===== config.mk =====
export PLATFORM = sky130hd
export DESIGN_NAME = mem_stall_arbiter
export DESIGN_NICKNAME = d
export VERILOG_FILES = /design/src/rtl/mem_stall_arbiter.sv
export SDC_FILE = /design/constraint.sdc
export NUM_CORES = 1
export LEC_CHECK = 0
export ABC_AREA = 0
export BUFFER_PORTS_ARGS = -buffer_cell sky130_fd_sc_hd__buf_2
export CAP_MARGIN = 20
export CORE_MARGIN = 2
export CORE_UTILIZATION = 35
export CTS_CLUSTER_SIZE = 10
export DETAILED_ROUTE_END_ITERATION = 6
export GPL_TIMING_DRIVEN = 0
export PLACE_DENSITY = 0.78
export SYNTH_ARGS = -nofsm -noshare
export SYNTH_HDL_FRONTEND = slang
export SYNTH_SLANG_ARGS = --single-unit

===== constraint.sdc =====
create_clock -name clk -period 1.1 [get_ports clk]
set_input_delay 0.055 -clock clk [delete_from_list [all_inputs] [get_ports clk]]
set_output_delay 0.055 -clock clk [all_outputs]
set_load 0.005 [all_outputs]

===== src/rtl/mem_stall_arbiter.sv =====
// mem_stall_arbiter: shares one memory refill port between the I-cache and
// the D-cache. It serves one miss at a time, steers the refill beats to the
// owning cache, and freezes the pipeline while any miss is outstanding.
module mem_stall_arbiter #(
    parameter int ADDR_WIDTH = 32,
    parameter int DATA_WIDTH = 32,
    parameter int LINE_WORDS = 4
) (
    input  logic                  clk,
    input  logic                  rst,
    input  logic                  imiss,
    input  logic [ADDR_WIDTH-1:0] imiss_addr,
    input  logic                  dmiss,
    input  logic [ADDR_WIDTH-1:0] dmiss_addr,
    input  logic                  abort_i,
    output logic                  mem_req,
    output logic [ADDR_WIDTH-1:0] mem_addr,
    input  logic                  mem_ack,
    input  logic                  mem_valid,
    input  logic [DATA_WIDTH-1:0] mem_rdata,
    output logic                  refill_valid,
    output logic                  refill_sel,
    output logic [ADDR_WIDTH-1:0] refill_addr,
    output logic [DATA_WIDTH-1:0] refill_data,
    output logic                  i_done,
    output logic                  d_done,
    output logic                  stall_all
);

    localparam int CNT_W = $clog2(LINE_WORDS);
    localparam int OFF_W = CNT_W + 2;
    // Clears the byte offset within a line.
    localparam logic [ADDR_WIDTH-1:0] LINE_MASK = ~ADDR_WIDTH'((1 << OFF_W) - 1);
    localparam logic [CNT_W-1:0]      LAST_BEAT = CNT_W'(LINE_WORDS - 1);

    typedef enum logic [1:0] {
        IDLE,
        REQ,
        REFILL,
        DONE
    } state_t;

    // side: 0 = I-cache, 1 = D-cache
    localparam logic SIDE_I = 1'b0;
    localparam logic SIDE_D = 1'b1;

    state_t                  state, state_nxt;
    logic [CNT_W-1:0]        cnt, cnt_nxt;
    logic                    side, side_nxt;
    logic [ADDR_WIDTH-1:0]   line_addr, line_addr_nxt;
    logic                    live;

    // State register with synchronous reset back to an idle, I-side, zero-address state.
    always_ff @(posedge clk) begin
        // NOTE: non-blocking assignments so every register samples the pre-edge values.
        if (rst) begin
            state     <= IDLE;
            cnt       <= '0;
            side      <= SIDE_I;
            line_addr <= '0;
        end else begin
            state     <= state_nxt;
            cnt       <= cnt_nxt;
            side      <= side_nxt;
            line_addr <= line_addr_nxt;
        end
    end

    // Next-state logic: pick a miss (D first), request the line, count beats, pulse done.
    always_comb begin
        // NOTE: hold-value defaults first so no path leaves a signal unassigned (no latches).
        state_nxt     = state;
        cnt_nxt       = cnt;
        side_nxt      = side;
        line_addr_nxt = line_addr;
        case (state)
            IDLE: begin
                // D belongs to the older instruction, so it wins a tie.
                if (dmiss) begin
                    side_nxt      = SIDE_D;
                    line_addr_nxt = dmiss_addr & LINE_MASK;
                    state_nxt     = REQ;
                end else if (imiss) begin
                    side_nxt      = SIDE_I;
                    line_addr_nxt = imiss_addr & LINE_MASK;
                    state_nxt     = REQ;
                end
            end
            REQ: begin
                // An ack in the same cycle as an abort commits the line.
                if (mem_ack) begin
                    cnt_nxt   = '0;
                    state_nxt = REFILL;
                end else if (side == SIDE_I && abort_i) begin
                    state_nxt = IDLE;
                end
            end
            REFILL: begin
                if (mem_valid) begin
                    cnt_nxt = cnt + CNT_W'(1);
                    if (cnt == LAST_BEAT) begin
                        state_nxt = DONE;
                    end
                end
            end
            DONE: begin
                state_nxt = IDLE;
            end
            default: begin
                state_nxt = IDLE;
            end
        endcase
    end

    // Outputs are decoded from the current state; reset silences everything
    // immediately so a late beat or done pulse cannot escape during reset.
    assign live         = !rst;
    assign mem_req      = live && (state == REQ);
    assign mem_addr     = mem_req ? line_addr : '0;
    assign refill_valid = live && (state == REFILL) && mem_valid;
    assign refill_sel   = refill_valid && side;
    assign refill_addr  = refill_valid ? (line_addr + ADDR_WIDTH'({cnt, 2'b00})) : '0;
    assign refill_data  = refill_valid ? mem_rdata : '0;
    assign i_done       = live && (state == DONE) && (side == SIDE_I);
    assign d_done       = live && (state == DONE) && (side == SIDE_D);
    assign stall_all    = (state != IDLE) || imiss || dmiss;

endmodule


==> impl_metrics.env, run 1 <==
export IMPL_outcome="finished with violations"
export IMPL_violations="negative setup slack"
export IMPL_min_from="mem_ack"
export IMPL_insertion_delay_ns=0.28
export IMPL_synth_cell_types=29
export IMPL_ys_warnings_count=0
export IMPL_worstPathRequired_ns=1.04
export IMPL_syn_cell_area_sq_mm=0.00233
export IMPL_final_max_slew_violation_count=0
export IMPL_critical_path_slowest_cell="dfxtp_2"
export IMPL_worst_slew_pin_slew_ns=0.727
export IMPL_async_flop_share=0
export IMPL_rsz0062_at_grt="true"
export IMPL_die_x_microns=85.6
export IMPL_peakVddDrop_mv=0.736
export IMPL_syn_to_final_growth_pct=105
export IMPL_synth_edf_count=0
export IMPL_crit_type="flip-flop to output port"
export IMPL_via_per_inst=5.20
export IMPL_drt_iter0_drc=106
export IMPL_diodes=0
export IMPL_max_freq_mhz=627
export IMPL_crit_family="simple AND/OR/NAND/NOR gates"
export IMPL_powerDensity_mw_per_mm2=843
export IMPL_fillers=437
export IMPL_min_path_type="input port to flip-flop"
export IMPL_wl_microns=10700
export IMPL_first_global_vias=3009
export IMPL_crit_path_max_fanout=5
export IMPL_finalSetupViolations=128
export IMPL_drive_gt1_frac=0.727
export IMPL_portBuffers=189
export IMPL_drc=0
export IMPL_track_usage=0.262
export IMPL_relSlewSlack=0.515
export IMPL_io_pins=205
export IMPL_clock_path_buffers=2
export IMPL_final_area_sq_mm=0.00478
export IMPL_worst_path_stages=6
export IMPL_core_area_sq_mm=0.00639
export IMPL_gp_congestion=0.881
export IMPL_post_dp_cell_area_sq_mm=0.00342
export IMPL_min_to="cnt[1]$_SDFFE_PP0P_"
export IMPL_skew_ns=0.00637
export IMPL_endpoint_kind="output port"
export IMPL_timing_rr_end="line_addr[16]$_SDFFE_PP0P_"
export IMPL_yosys_top_cells_area="dfxtp_1 (28%), and2_1 (17%), mux2i_1 (12%), and3_1 (8.1%), a211oi_1 (6.8%)"
export IMPL_ys_seq_area_frac=0.284
export IMPL_finalCritPeriodShare=1.45
export IMPL_place_hpwl_microns=6400
export IMPL_wl_per_cell_microns=18.0
export IMPL_holdWs_ns=0.0321
export IMPL_critical_path_buf_inv_count=3
export IMPL_rows=29
export IMPL_reg2reg_depth=7
export IMPL_finalWorstPathRequiredPeriod_ns=1.60
export IMPL_arrival_ns=1.54
export IMPL_maxCapViolCount=0
export IMPL_path_common_cell="buf_6"
export IMPL_syn_mean_instance_area_sq_um=8.44
export IMPL_drtPass1Iterations=4
export IMPL_htree_levels=2
export IMPL_num_vias=3085
export IMPL_grt_max_degree=11
export IMPL_synth_top_area_cell="dfxtp_1"
export IMPL_fp_dieH_microns=85.6
export IMPL_power_leakage_nw=2.46
export IMPL_antenna_left=0
export IMPL_cts_root_buf="clkbuf_8"
export IMPL_synthTopCellsByCount="and2_1 (64), dfxtp_1 (33), a21oi_1 (31)"
export IMPL_finalWorstSetupSlack_ns=-0.496
export IMPL_initial_core_util=0.365
export IMPL_hold_depth=2
export IMPL_grt_first_pass_wirelength_microns=15100
export IMPL_syn_inst=276
export IMPL_final_hold_viol_count=0
export IMPL_critPathLaunchType="flip-flop"
export IMPL_dieArea_sq_mm=0.00732
export IMPL_synthFlopType="dfxtp_1"
export IMPL_ys_ff_latch=33
export IMPL_grt_overflow_total=0
export IMPL_clock_sinks=33
export IMPL_grt_antenna_before_repair=0
export IMPL_r2r_slack_ns=-0.31
export IMPL_clk_pin_slew_ns=0.07
export IMPL_crit_start="state[0]$_SDFFE_PP0P_"
export IMPL_numCtsBuffers=5
export IMPL_dpl_worst_slack_ns=-0.422
export IMPL_tritoncts="built"
export IMPL_critPathMaxStageDelay_ns=0.32
export IMPL_worstPathCellList="nand3b_1 > nor2_4 > buf_6 > buf_8 > and2_4 > buf_6"
export IMPL_synth_most_common_cell="and2_1"
export IMPL_finalNetCount=620
export IMPL_synth_top_area_frac=0.284
worst max path at each step:
stage,to,slack (ns)
4_1_cts,refill_data[18],-0.46
3_5_place_dp,refill_addr[12],-0.42
6_report,refill_addr[16],-0.50
3_3_place_gp,refill_addr[26],-0.38
2_1_floorplan,line_addr[20]$_SDFFE_PP0P_,-0.08
5_1_grt,refill_addr[31],-0.55
sequential cells by signal, indices dropped and copies added, names as in the netlist, named ones only:
signal     count
state          1
cnt            2
side           1
line_addr     28
layout make-up:
type,instances,area [sq um],share of cell area
repair buffers,228,1730,0.362
inverters,3,15.0,0.00314
well taps,77,96.3,0.0201
flip-flops and latches,33,663,0.139
multi-input cells,211,1840,0.384
clock buffers,7,86.3,0.0181
plain buffers,34,353,0.0738
timing repair:
item / 4_1_cts / 5_1_grt
setup buffers: 27 / 6
resized for setup: 158 / 85
pin swaps: 68 / 17
cloned: 11 / 2
endpoints found under the setup margin: 128 / 129
hold endpoints to repair: 0 / 0
hold buffers: 0 / 0
cell families (layout without fill, tap and decap cells):
| kind of cell | after synthesis | after routing | share of synthesized area |
|---|---|---|---|
| AND/OR/NAND/NOR | 108 | 109 | 0.295 |
| AO/OA/AOI/OAI | 66 | 66 | 0.200 |
| other | 1 | 6 | 0.00161 |
| adder cells (fa/ha/maj) | 1 | 1 | 0.00537 |
| buffers and inverters | 38 | 272 | 0.0891 |
| multiplexers | 29 | 29 | 0.125 |
| flip-flops | 33 | 33 | 0.284 |
per-layer routing:
layer / vias to the layer above / part of all wire / track usage
met1: 1463 / 0.39 / 0.305
li1: 1441 / - / -
met5: - / 0 / 0
met2: 156 / 0.51 / 0.487
met3: 25 / 0.075 / 0.0539
met4: 0 / 0.027 / 0.0678
layout by cell type (no fill, tap or decap), types with 18 or more instances in the layout:
cell / instances
buf_2: 137
and2_4: 45
mux2i_1: 29
and3_1: 20
a21oi_2: 18
and2_1: 19
buf_4: 21
a211oi_2: 27
buf_6: 78
dfxtp_1: 31
where the power goes:
part / switching (W) / internal, W
Sequential: 0.000135 / 0.00134
Clock: 0.000440 / 0.000497
Combinational: 0.000736 / 0.000881
Total: 0.00131 / 0.00272
stage by stage:
stage | setup TNS, ns | util | std cells | total power [W]
global route | -54.25 | 0.749 | 593 | 0.00422
detailed placement | -35.88 | 0.535 | 547 | 0.00246
floorplan | -1.57 | - | 281 | 0.00206
finish | -48.18 | 0.749 | 593 | 0.00403
CTS | -43.99 | 0.696 | 591 | 0.00391
global placement | -31.44 | 0.535 | 547 | 0.00242
No activity file was read; power rests on OpenSTA's default activity.
==> run 2, diff against run 1 <==
--- a/config.mk
+++ b/config.mk
@@ -13,7 +13,7 @@
 export CTS_CLUSTER_SIZE = 10
 export DETAILED_ROUTE_END_ITERATION = 6
 export GPL_TIMING_DRIVEN = 0
-export PLACE_DENSITY = 0.78
+export PLACE_DENSITY = 0.86
 export SYNTH_ARGS = -nofsm -noshare
 export SYNTH_HDL_FRONTEND = slang
 export SYNTH_SLANG_ARGS = --single-unit
==> impl_metrics.env, run 2 (synthesized netlist as in run 1, its figures left out) <==
export IMPL_grt_first_pass_wirelength_microns=16000
export IMPL_power_leakage_nw=2.45
export IMPL_wl_per_cell_microns=19.2
export IMPL_numCtsBuffers=5
export IMPL_max_freq_mhz=633
export IMPL_netSwitchingFraction=0.334
export IMPL_top_regs="line_addr x28, cnt x2"
export IMPL_core_area_sq_mm=0.00639
export IMPL_insertion_delay_ns=0.29
export IMPL_die_x_microns=85.6
export IMPL_clock_path_buffers=2
export IMPL_drt_iter0_drc=103
export IMPL_finalWorstPathRequiredPeriod_ns=1.58
export IMPL_skew_ns=0.00623
export IMPL_largest_reg_flops=28
export IMPL_reg2reg_depth=7
export IMPL_cts_hold_buf=0
export IMPL_rows=29
export IMPL_crit_path_max_fanout=10
export IMPL_finalCritPeriodShare=1.44
export IMPL_gp_congestion=0.901
export IMPL_top_usage_layer="met2"
export IMPL_rsz0062_at_grt="true"
export IMPL_diodes=0
export IMPL_final_common_cell="buf_2"
export IMPL_initial_core_util=0.365
export IMPL_grt_overflow_total=0
export IMPL_place_inst=547
export IMPL_fin_util=0.772
export IMPL_drc=0
export IMPL_hold_depth=2
export IMPL_drtPass1Iterations=4
export IMPL_portBuffers=189
export IMPL_total_power_w=0.00405
export IMPL_final_hold_viol_count=0
export IMPL_endpoint_kind="output port"
export IMPL_relSlewSlack=0.528
export IMPL_finalSetupViolations=128
export IMPL_maxCapViolCount=0
export IMPL_grt_max_degree=11
export IMPL_cell_internal_pwr_w=0.00270
export IMPL_regMostFlops="line_addr"
export IMPL_violations="negative setup slack"
export IMPL_finalWorstSetupSlack_ns=-0.479
export IMPL_cts_root_buf="clkbuf_8"
export IMPL_wl_microns=11400
export IMPL_use_met2=0.521
export IMPL_place_hpwl_microns=6490
export IMPL_fp_dieH_microns=85.6
export IMPL_dieArea_sq_mm=0.00732
export IMPL_holdWs_ns=0.0270
export IMPL_power_frac_comb=0.420
export IMPL_pwr_share_seq=0.367
export IMPL_powerDensity_mw_per_mm2=822
export IMPL_clock_sinks=33
export IMPL_worst_slew_pin_slew_ns=0.708
export IMPL_fin_tns_setup_ns=-48.81
export IMPL_finalNonFillerCells=592
export IMPL_met1_usage=0.312
export IMPL_power_switching_w=0.00136
export IMPL_min_path_type="input port to flip-flop"
export IMPL_final_max_slew_violation_count=0
export IMPL_multi_input_area_sq_mm=0.00190
export IMPL_first_global_vias=3105
export IMPL_worstPathRequired_ns=1.04
export IMPL_mostFrequentLayoutCells="buf_2 (125), buf_6 (95), and2_4 (43)"
export IMPL_track_usage=0.283
export IMPL_fillers=392
export IMPL_peakVddDrop_mv=0.591
export IMPL_clk_pin_slew_ns=0.06
export IMPL_tritoncts="built"
export IMPL_grt_util_met3=0.0664
export IMPL_crit_type="flip-flop to output port"
export IMPL_critPathLaunchType="flip-flop"
export IMPL_io_pins=205
export IMPL_drive_gt1_frac=0.757
export IMPL_num_vias=3120
export IMPL_finalNetCount=620
export IMPL_via_per_inst=5.27
export IMPL_outcome="finished with violations"
export IMPL_syn_to_final_growth_pct=112
export IMPL_htree_levels=2
export IMPL_grt_antenna_before_repair=0
export IMPL_arrival_ns=1.52
export IMPL_clkPwrFrac=0.212
export IMPL_seqCellArea_sq_um=663
export IMPL_antenna_left=0
run 2: path summary, 6_finish.rpt:
| check | from | endpoint | slack (ns) |
|---|---|---|---|
| worst max-delay path | state[0]$_SDFFE_PP0P_ | refill_data[29] | -0.48 |
| worst min-delay path | mem_ack | cnt[1]$_SDFFE_PP0P_ | 0.03 |
| worst max register to register | state[0]$_SDFFE_PP0P_ | line_addr[14]$_SDFFE_PP0P_ | -0.28 |
| worst min register to register | line_addr[14]$_SDFFE_PP0P_ | line_addr[14]$_SDFFE_PP0P_ | 0.52 |
run 2: power by group through the flow:
stage / Sequential (W) / Clock (W) / Combinational (W)
2_1_floorplan: 0.00143 / 0 / 0.000633
3_3_place_gp: 0.00147 / 0 / 0.000960
3_5_place_dp: 0.00147 / 0 / 0.000987
4_1_cts: 0.00147 / 0.000871 / 0.00151
5_1_grt: 0.00151 / 0.000913 / 0.00181
6_report: 0.00149 / 0.000861 / 0.00170
run 2: metal layers:
layer	routed length [microns]	part of all wire
met5	0	0
met4	295	0.026
met3	909	0.080
met2	5830	0.51
met1	4350	0.38
run 2: final cells by class:
class / count / area share
buffer: 34 / 0.0690
clock buffer: 5 / 0.0140
clock inverter: 1 / 0.00102
inverter: 3 / 0.00305
multi-input combinational: 211 / 0.386
sequential: 33 / 0.135
tap: 77 / 0.0195
timing repair buffer: 228 / 0.373
run 2: timing repair:
item,4_1_cts,5_1_grt
pin swaps,76,14
endpoints found under the setup margin,127,129
gates resized for setup,192,80
cloned,12,2
buffers inserted,23,7
run 2: per-stage QoR:
step,setup slack [ns],cell area (sq um)
after global routing,-0.558,4930
after global placement,-0.428,3420
after CTS,-0.436,4560
after detailed placement,-0.422,3420
final,-0.479,4930
after floorplan,-0.0778,2380
run 2: worst max-delay path, stage by stage (launching register included):
cell and delay (ns):
dfxtp_2 0.33, nand3b_1 0.22, buf_4 0.19, nor2_4 0.10, buf_6 0.13, and2_1 0.15
buf_2 0.12
